## config.mk

```make
export PLATFORM = sky130hd
export DESIGN_NAME = wishbone_rr_arbiter
export DESIGN_NICKNAME = d
export VERILOG_FILES = /design/src/rtl/wishbone_rr_arbiter.sv
export SDC_FILE = /design/constraint.sdc
export NUM_CORES = 1
export LEC_CHECK = 0
export CAP_MARGIN = 20
export CORE_AREA = 3 3 101 103
export DETAILED_ROUTE_END_ITERATION = 7
export DIE_AREA = 0 0 104 106
export GPL_ROUTABILITY_DRIVEN = 0
export PLACE_DENSITY = 0.79
export SYNTH_ARGS = -nofsm -noshare
export SYNTH_HDL_FRONTEND = slang
export SYNTH_SLANG_ARGS = --single-unit
```

## constraint.sdc

```tcl
create_clock -name clk -period 4.6 [get_ports clk]
set_input_delay 0.92 -clock clk [delete_from_list [all_inputs] [get_ports clk]]
set_output_delay 0.92 -clock clk [all_outputs]
set_load 0.02 [all_outputs]
```

## src/rtl/wishbone_rr_arbiter.sv

```systemverilog
// rtl/wishbone_rr_arbiter.sv - three-requester round-robin Wishbone arbiter with cyc lock, config gate and timeout abort
module wishbone_rr_arbiter #(
  parameter int ADDR_W   = 5,
  parameter int DATA_W   = 32,
  parameter int SELECT_W = 4,
  parameter int TIMEOUT  = 255
) (
  input  logic                  clk,
  input  logic                  rstn,
  input  logic                  config_done,
  input  logic [2:0]            req_cyc,
  input  logic [2:0]            req_stb,
  input  logic [2:0]            req_we,
  input  logic [3*ADDR_W-1:0]   req_adr,
  input  logic [3*DATA_W-1:0]   req_dat,
  input  logic [3*SELECT_W-1:0] req_sel,
  output logic [2:0]            req_ack,
  output logic [2:0]            req_err,
  output logic [DATA_W-1:0]     req_rdat,
  output logic                  m_cyc,
  output logic                  m_stb,
  output logic                  m_we,
  output logic [ADDR_W-1:0]     m_adr,
  output logic [DATA_W-1:0]     m_dat,
  output logic [SELECT_W-1:0]   m_sel,
  input  logic [DATA_W-1:0]     m_rdat,
  input  logic                  m_ack,
  output logic [2:0]            grant,
  output logic [7:0]            timeout_cnt
);

  // Abort fires on the edge where the watchdog would reach TIMEOUT, so the
  // err pulse lands exactly TIMEOUT cycles after the stall began.
  localparam logic [7:0] TO_LAST = 8'(TIMEOUT - 1);

  typedef enum logic [1:0] {
    ST_IDLE  = 2'd0,
    ST_BUSY  = 2'd1,
    ST_ABORT = 2'd2
  } state_t;

  state_t      state_q, state_d;
  logic [2:0]  grant_q, grant_d;
  logic [1:0]  rr_ptr_q, rr_ptr_d;
  logic [7:0]  wdog_q, wdog_d;
  logic [7:0]  tcnt_q, tcnt_d;

  logic [1:0]  g_idx;
  logic [1:0]  nxt_ptr;
  logic        busy;
  logic [2:0]  elig;
  logic [2:0]  pick_oh;
  logic        pick_valid;
  logic [2:0]  cand;

  // Index of the currently granted requester (0 when no grant is held).
  always_comb begin
    g_idx = 2'd0;
    if (grant_q[1]) g_idx = 2'd1;
    if (grant_q[2]) g_idx = 2'd2;
  end

  assign nxt_ptr = (g_idx == 2'd2) ? 2'd0 : g_idx + 2'd1;
  assign busy    = (state_q == ST_BUSY);

  // Round-robin pick: first eligible requester at or after rr_ptr; only
  // requester 0 may win until configuration has completed.
  always_comb begin
    elig       = req_cyc & req_stb;
    pick_oh    = 3'b000;
    pick_valid = 1'b0;
    cand       = 3'd0;
    if (!config_done) elig = elig & 3'b001;
    for (int k = 0; k < 3; k++) begin
      cand = {1'b0, rr_ptr_q} + 3'(k);
      if (cand >= 3'd3) cand = cand - 3'd3;
      if (!pick_valid && elig[cand[1:0]]) begin
        pick_valid = 1'b1;
        pick_oh    = 3'b001 << cand[1:0];
      end
    end
  end

  // Slave-side mux: only a BUSY grant reaches the UART; IDLE and ABORT park at 0.
  always_comb begin
    m_cyc = 1'b0;
    m_stb = 1'b0;
    m_we  = 1'b0;
    m_adr = '0;
    m_dat = '0;
    m_sel = '0;
    if (busy) begin
      m_cyc = req_cyc[g_idx];
      m_stb = req_stb[g_idx];
      m_we  = req_we[g_idx];
      m_adr = req_adr[g_idx*ADDR_W +: ADDR_W];
      m_dat = req_dat[g_idx*DATA_W +: DATA_W];
      m_sel = req_sel[g_idx*SELECT_W +: SELECT_W];
    end
  end

  // Requester-side returns: ack is a zero-cycle route to the owner, err marks the abort cycle.
  always_comb begin
    req_ack = busy ? (grant_q & {3{m_ack}}) : 3'b000;
    req_err = (state_q == ST_ABORT) ? grant_q : 3'b000;
  end

  assign req_rdat    = m_rdat;
  assign grant       = grant_q;
  assign timeout_cnt = tcnt_q;

  // Next-state logic for grant, pointer, watchdog and abort counter.
  always_comb begin
    state_d  = state_q;
    grant_d  = grant_q;
    rr_ptr_d = rr_ptr_q;
    wdog_d   = wdog_q;
    tcnt_d   = tcnt_q;
    case (state_q)
      ST_IDLE: begin
        wdog_d = 8'd0;
        if (pick_valid) begin
          grant_d = pick_oh;
          state_d = ST_BUSY;
        end
      end
      ST_BUSY: begin
        if (!req_cyc[g_idx]) begin
          // Owner released the bus: hand the pointer to its successor.
          grant_d  = 3'b000;
          rr_ptr_d = nxt_ptr;
          wdog_d   = 8'd0;
          state_d  = ST_IDLE;
        end else if (m_ack) begin
          wdog_d = 8'd0;
        end else if (req_stb[g_idx]) begin
          wdog_d = wdog_q + 8'd1;
          if (wdog_q == TO_LAST) state_d = ST_ABORT;
        end
      end
      ST_ABORT: begin
        grant_d  = 3'b000;
        rr_ptr_d = nxt_ptr;
        wdog_d   = 8'd0;
        state_d  = ST_IDLE;
        if (tcnt_q != 8'hFF) tcnt_d = tcnt_q + 8'd1;
      end
      default: begin
        grant_d = 3'b000;
        wdog_d  = 8'd0;
        state_d = ST_IDLE;
      end
    endcase
  end

  // Arbiter state registers; reset drops the grant immediately, even mid-cycle.
  always_ff @(posedge clk or negedge rstn) begin
    if (!rstn) begin
      state_q  <= ST_IDLE;
      grant_q  <= 3'b000;
      rr_ptr_q <= 2'd0;
      wdog_q   <= 8'd0;
      tcnt_q   <= 8'd0;
    end else begin
      state_q  <= state_d;
      grant_q  <= grant_d;
      rr_ptr_q <= rr_ptr_d;
      wdog_q   <= wdog_d;
      tcnt_q   <= tcnt_d;
    end
  end

endmodule

```

Word-level counts from Yosys, hierarchy flattened
Cells that the tools add are included.

storage, ports and cells
  register bits = 23
  bits of input ports = 168
  output and inout bits = 93
  word-level logic and storage cells = 98

operators by class
  add/sub/neg operators = 8
  $mul = 1
  $lt $le $gt $ge = 7
  equal/unequal tests = 11
  shifts and indexed selects = 6
  multiplexer cells = 48
  bitwise logic cells = 2
  reduce and logical (&&, ||, !) cells = 10

operators by type and width
  operator               number
  $shiftx A96 B8 Y32     1
  $mux W32               1
  $mux W8                4
  $mux W3                8
  $mux W2                11
  $add A8 B1 Y8 const B  2
  $shiftx A15 B6 Y5      1
  $mux W1                13
  $bmux W1 S2            6
  $lt A2 B3 Y1 const B   4
  $shiftx A12 B5 Y4      1
  $shl A1 B2 Y3 const A  3
  $eq A8 B8 Y1 const B   1
  $ne A8 B8 Y1 const B   1
  $pmux W2 S2            2
  $and A3 B3 Y3          2
  $ge A3 B2 Y1 const B   2
  $ne A3 B2 Y1 const B   2
  $pmux W3 S2            1
  $reduce_and A2 Y1      3
  $sub A2 B2 Y2 const B  3
  $mul A2 B3 Y5 const B  1
  $mux W5                1
  $eq A2 B2 Y1 const B   2
  14 further kinds       17

Longest topological paths before layout
  depth in word-level cells = 13
  mapped depth = 7
  mapped depth without buffers = 6

Worst setup path before layout
No wires, ideal clock.

  path kind = reg2out
  from = register grant_q[1] (netlist: grant[1])
  to = output port m_dat[0]
  arrival time = 1.560 ns
  data required time = 3.680 ns
  slack = 2.120 ns
  stages on the path, launching flop included = 8
  path buffers = 3
  cells stage by stage = dfrtp_1 buf_4 buf_2 buf_4 mux2i_1 nor2_1 a21oi_1 nor2_1

between the ends
  word-level cells in the longest chain between the ends = 4

RTL lines
  element                 RTL line  source
  from (decl)             43        logic [2:0] grant_q, grant_d;
  from (signal assigned)  166       grant_q <= grant_d;
  $mux W1                 59        if (grant_q[1]) g_idx = 2'd1;
  $mux W2                 60        if (grant_q[2]) g_idx = 2'd2;
  $shiftx A96 B8 Y32      97        m_dat = req_dat[g_idx*DATA_W +: DATA_W];
  $mux W32                92        if (busy) begin
  to (decl)               24        output logic [DATA_W-1:0] m_dat,

Every way passes these cells.

Worst setup path in the final report
  from = input port req_cyc[1]
  to = output port m_cyc

between the ends
  word-level cells in the longest chain between the ends = 3

RTL lines
  element                        RTL line  source
  from (decl)                    11        input logic [2:0] req_cyc,
  $bmux W1 S2                    93        m_cyc = req_cyc[g_idx];
  $mux W1 (not written as such)  93
  $mux W1                        92
  to (decl)                      20        output logic m_cyc,

Every way passes these cells. The select of a mux whose other input is x is not followed.

==> metrics.txt <==
outcome=finished, final reports clean; share of the yosys chip area belonging to registers=0.206; DR pass1 iterations=4; Core ar.=approximately 9300 um2; combinational power share=0.775; Setup Buffers After CTS=0; Seq pwr share=0.158; post-route setup slack=1.03 ns; root buf cell=clkbuf_8; Slowest Stage Delay on Critical Path=0.61 ns; Final period util=0.775; synth unique cells=approximately 50; Crit-path slowest cell=clkdlybuf4s50_1; Req. time, crit path=3.68 ns; LEAKAGE=approximately 0.0018 uW; Slew Viols, Final=0; maximum VDD drop=approximately 230 uV; routed vias=3,198; FF/Latch Area=578 um2; ys flop type=dfrtp_1; FF-to-FF Start=state_q[1]; DPL Wire Length=8000 um; Max Freq=approximately 280 MHz; CP Buf/Inv Count=3; RSZ-0062 raised after global routing=false; first-pass GRT wire length=15,800 um; post-synthesis net count=557; 1st-iter DRT viols=113; CP max FO=4; worst r2r path cells=4; Slew headroom=0.358; Layout Area Growth over Synthesis=66.7%; worst hold endpoint=timeout_cnt[4]; vias in the first global route=3,142; Worst EP arrival=2.65 ns; Post-route DRC=0; largest net degree at the start of global routing=100; flops & latches, synth=23; Worst-Margin Slew=0.963 ns; Place WS=1.04 ns; hold buffers post-CTS=0; CP top delay family=buffers and inverters; Fin. Hold Viols=0; Num CTS Buffers=3; Critical Path Start Type=input port; CTS clk-pin slew, worst paths=0.08 ns; FILL cells=917; ys async rst share=1.00; diodes inserted=0; GRT overflow=0; Initial Utilization=0.301; PortBufs=196; Clk Latency, worst-skew pair=between 0.2 and 0.3 ns; critical path's most frequent cell=clkdlybuf4s50_1; initial antenna violation count=0; layout net count=703; Sw Share=0.476; cell count after synthesis=approximately 380; Max-cap violations=0; Setup TNS Final=0 ns; GRT Resource Usage Total=0.173; Die H=106 um; post-route ant nets=0; layout cells sized above 1=0.0416; Reg-to-Reg End=wdog_q[0]; total die area=11,000 um2; clk buf depth=2; Net Sw Power=904 uW; Int Pwr=997 uW; Clock power frac=0.067; Period minus WS final=3.57 ns; Die W=104 um; HP Start=timeout_cnt[4]; Ys Warns=0; hold path cells=1; Multi-input gate area=1800 um2; TritonCTS Sinks=23; Detailed Route WL=10,200 um; Worst R2R Setup Slack=2.39 ns; TritonCTS clock tree=done; # IOs=approximately 260; H-tree Lvls=1; row cnt=35; Netlist Area Pre-Place=2790 um2; EDFF count, synth=0; final setup fails=0; Final Skew=0.00161 ns; CTS resizes=0; DR WL/cell=15.5 um; hold crit path type=register to register; syn_area_per_cell=7.28 um2; detailed-route vias per instance=between 4 and 5; worst-path cell chain=clkdlybuf4s50_1 -> mux2i_1 -> a211o_1 -> inv_1 -> clkdlybuf4s50_1; crit end category=output pin; kind of critical path=input port to output pin; PwrDens=408 nW/um2
==> worst max path at each step <==
stage / startpoint / to / slack [ns] / cells past startpoint
final: req_cyc[1] / m_cyc / 1.03 / 5
after global routing: req_stb[2] / m_stb / 0.92 / 5
after CTS: req_cyc[1] / m_cyc / 1.03 / 5
after detailed placement: req_cyc[1] / m_cyc / 1.04 / 5
after global placement: req_stb[2] / m_stb / 1.05 / 5
after floorplan: grant[1] / m_dat[0] / 2.12 / 7
==> routing by layer <==
| layer | track usage | up-vias | share of wire |
|---|---|---|---|
| met5 | 0 | - | 0 |
| met4 | 0.0323 | 0 | 0.0087 |
| met3 | 0.0559 | 9 | 0.086 |
| met2 | 0.319 | 141 | 0.51 |
| met1 | 0.195 | 1469 | 0.39 |
| li1 | - | 1579 | - |
==> cells in the final DEF (no fill, tap or decap), drive strengths merged, types with 4 or more instances in the layout <==
| cell type | n |
|---|---|
| xor2 | 4 |
| dfrtp | 23 |
| ha | 5 |
| nand2 | 13 |
| nor2 | 94 |
| mux2 | 4 |
| nand3 | 7 |
| inv | 10 |
| and2 | 5 |
| mux2i | 46 |
| nand2b | 5 |
| or3 | 4 |
| xnor2 | 4 |
| clkdlybuf4s50 | 196 |
| o21ai | 9 |
| and3 | 5 |
| a21oi | 49 |
==> metrics by stage <==
| stage | hold WS [ns] | cell area [um2] | total power, uW | util | std cells |
|---|---|---|---|---|---|
| 6_report | 0.525 | 4660 | 1900 | 0.502 | 658 |
| 3_3_place_gp | 0.502 | 4580 | 1760 | 0.494 | 653 |
| 2_1_floorplan | 0.505 | 2790 | 1250 | - | 384 |
| 5_1_grt | 0.571 | 4660 | 2060 | 0.502 | 658 |
| 3_5_place_dp | 0.512 | 4580 | 1780 | 0.494 | 653 |
| 4_1_cts | 0.524 | 4630 | 1910 | 0.499 | 657 |
==> synthesized netlist by cell type, drive strengths merged (2+ instances only) <==
cell / count / area, um2
nor3: 3 / 15.0
nor2: 94 / 353
xor2: 4 / 35.0
o2111ai: 2 / 23.8
mux2: 4 / 48.8
and4: 2 / 17.5
a211o: 2 / 17.5
buf: 48 / 342
a21oi: 49 / 260
xnor2: 4 / 35.0
clkbuf: 10 / 37.5
o22ai: 2 / 12.5
inv: 10 / 37.5
a31oi: 3 / 18.8
o2bb2ai: 2 / 17.5
or2: 2 / 12.5
dfrtp: 23 / 576
nand2b: 5 / 31.3
o211ai: 3 / 22.5
nand3: 7 / 35.0
nand2: 13 / 48.8
and3: 5 / 31.3
nand4: 3 / 18.8
and2: 5 / 31.3
or3: 4 / 25.0
ha: 5 / 62.6
nor2b: 3 / 18.8
mux2i: 46 / 460
o21ai: 9 / 48.8
==> sequential cells by signal (all words and copies together), names as in the netlist <==
name,cells
grant,3
state_q,2
timeout_cnt,8
wdog_q,8
rr_ptr_q,2
==> area by class of cell <==
type	count	area share
clock inverter	1	0.00107
tap	129	0.0347
sequential	23	0.124
multi-input combinational	293	0.387
timing repair buffer	199	0.436
clock buffer	3	0.00887
inverter	10	0.00806
==> power by group through the flow <==
| stage | Clock (uW) | Combinational (uW) | Sequential [uW] |
|---|---|---|---|
| after floorplan | 0 | 991 | 260 |
| after global placement | 0 | 1460 | 305 |
| after detailed placement | 0 | 1470 | 306 |
| after CTS | 129 | 1480 | 302 |
| after global routing | 140 | 1610 | 307 |
| final | 127 | 1470 | 300 |
==> kinds of logic (layout without fill, tap and decap cells) <==
family | after synthesis | in the layout | synth area share
simple gates | 149 | 149 | 0.237
mux | 50 | 50 | 0.182
compound gates | 80 | 80 | 0.174
xor+xnor | 8 | 8 | 0.0251
fa+ha+maj | 6 | 6 | 0.0260
buf+inv | 68 | 213 | 0.149
flops | 23 | 23 | 0.206
(Power assumes the default switching activity.)
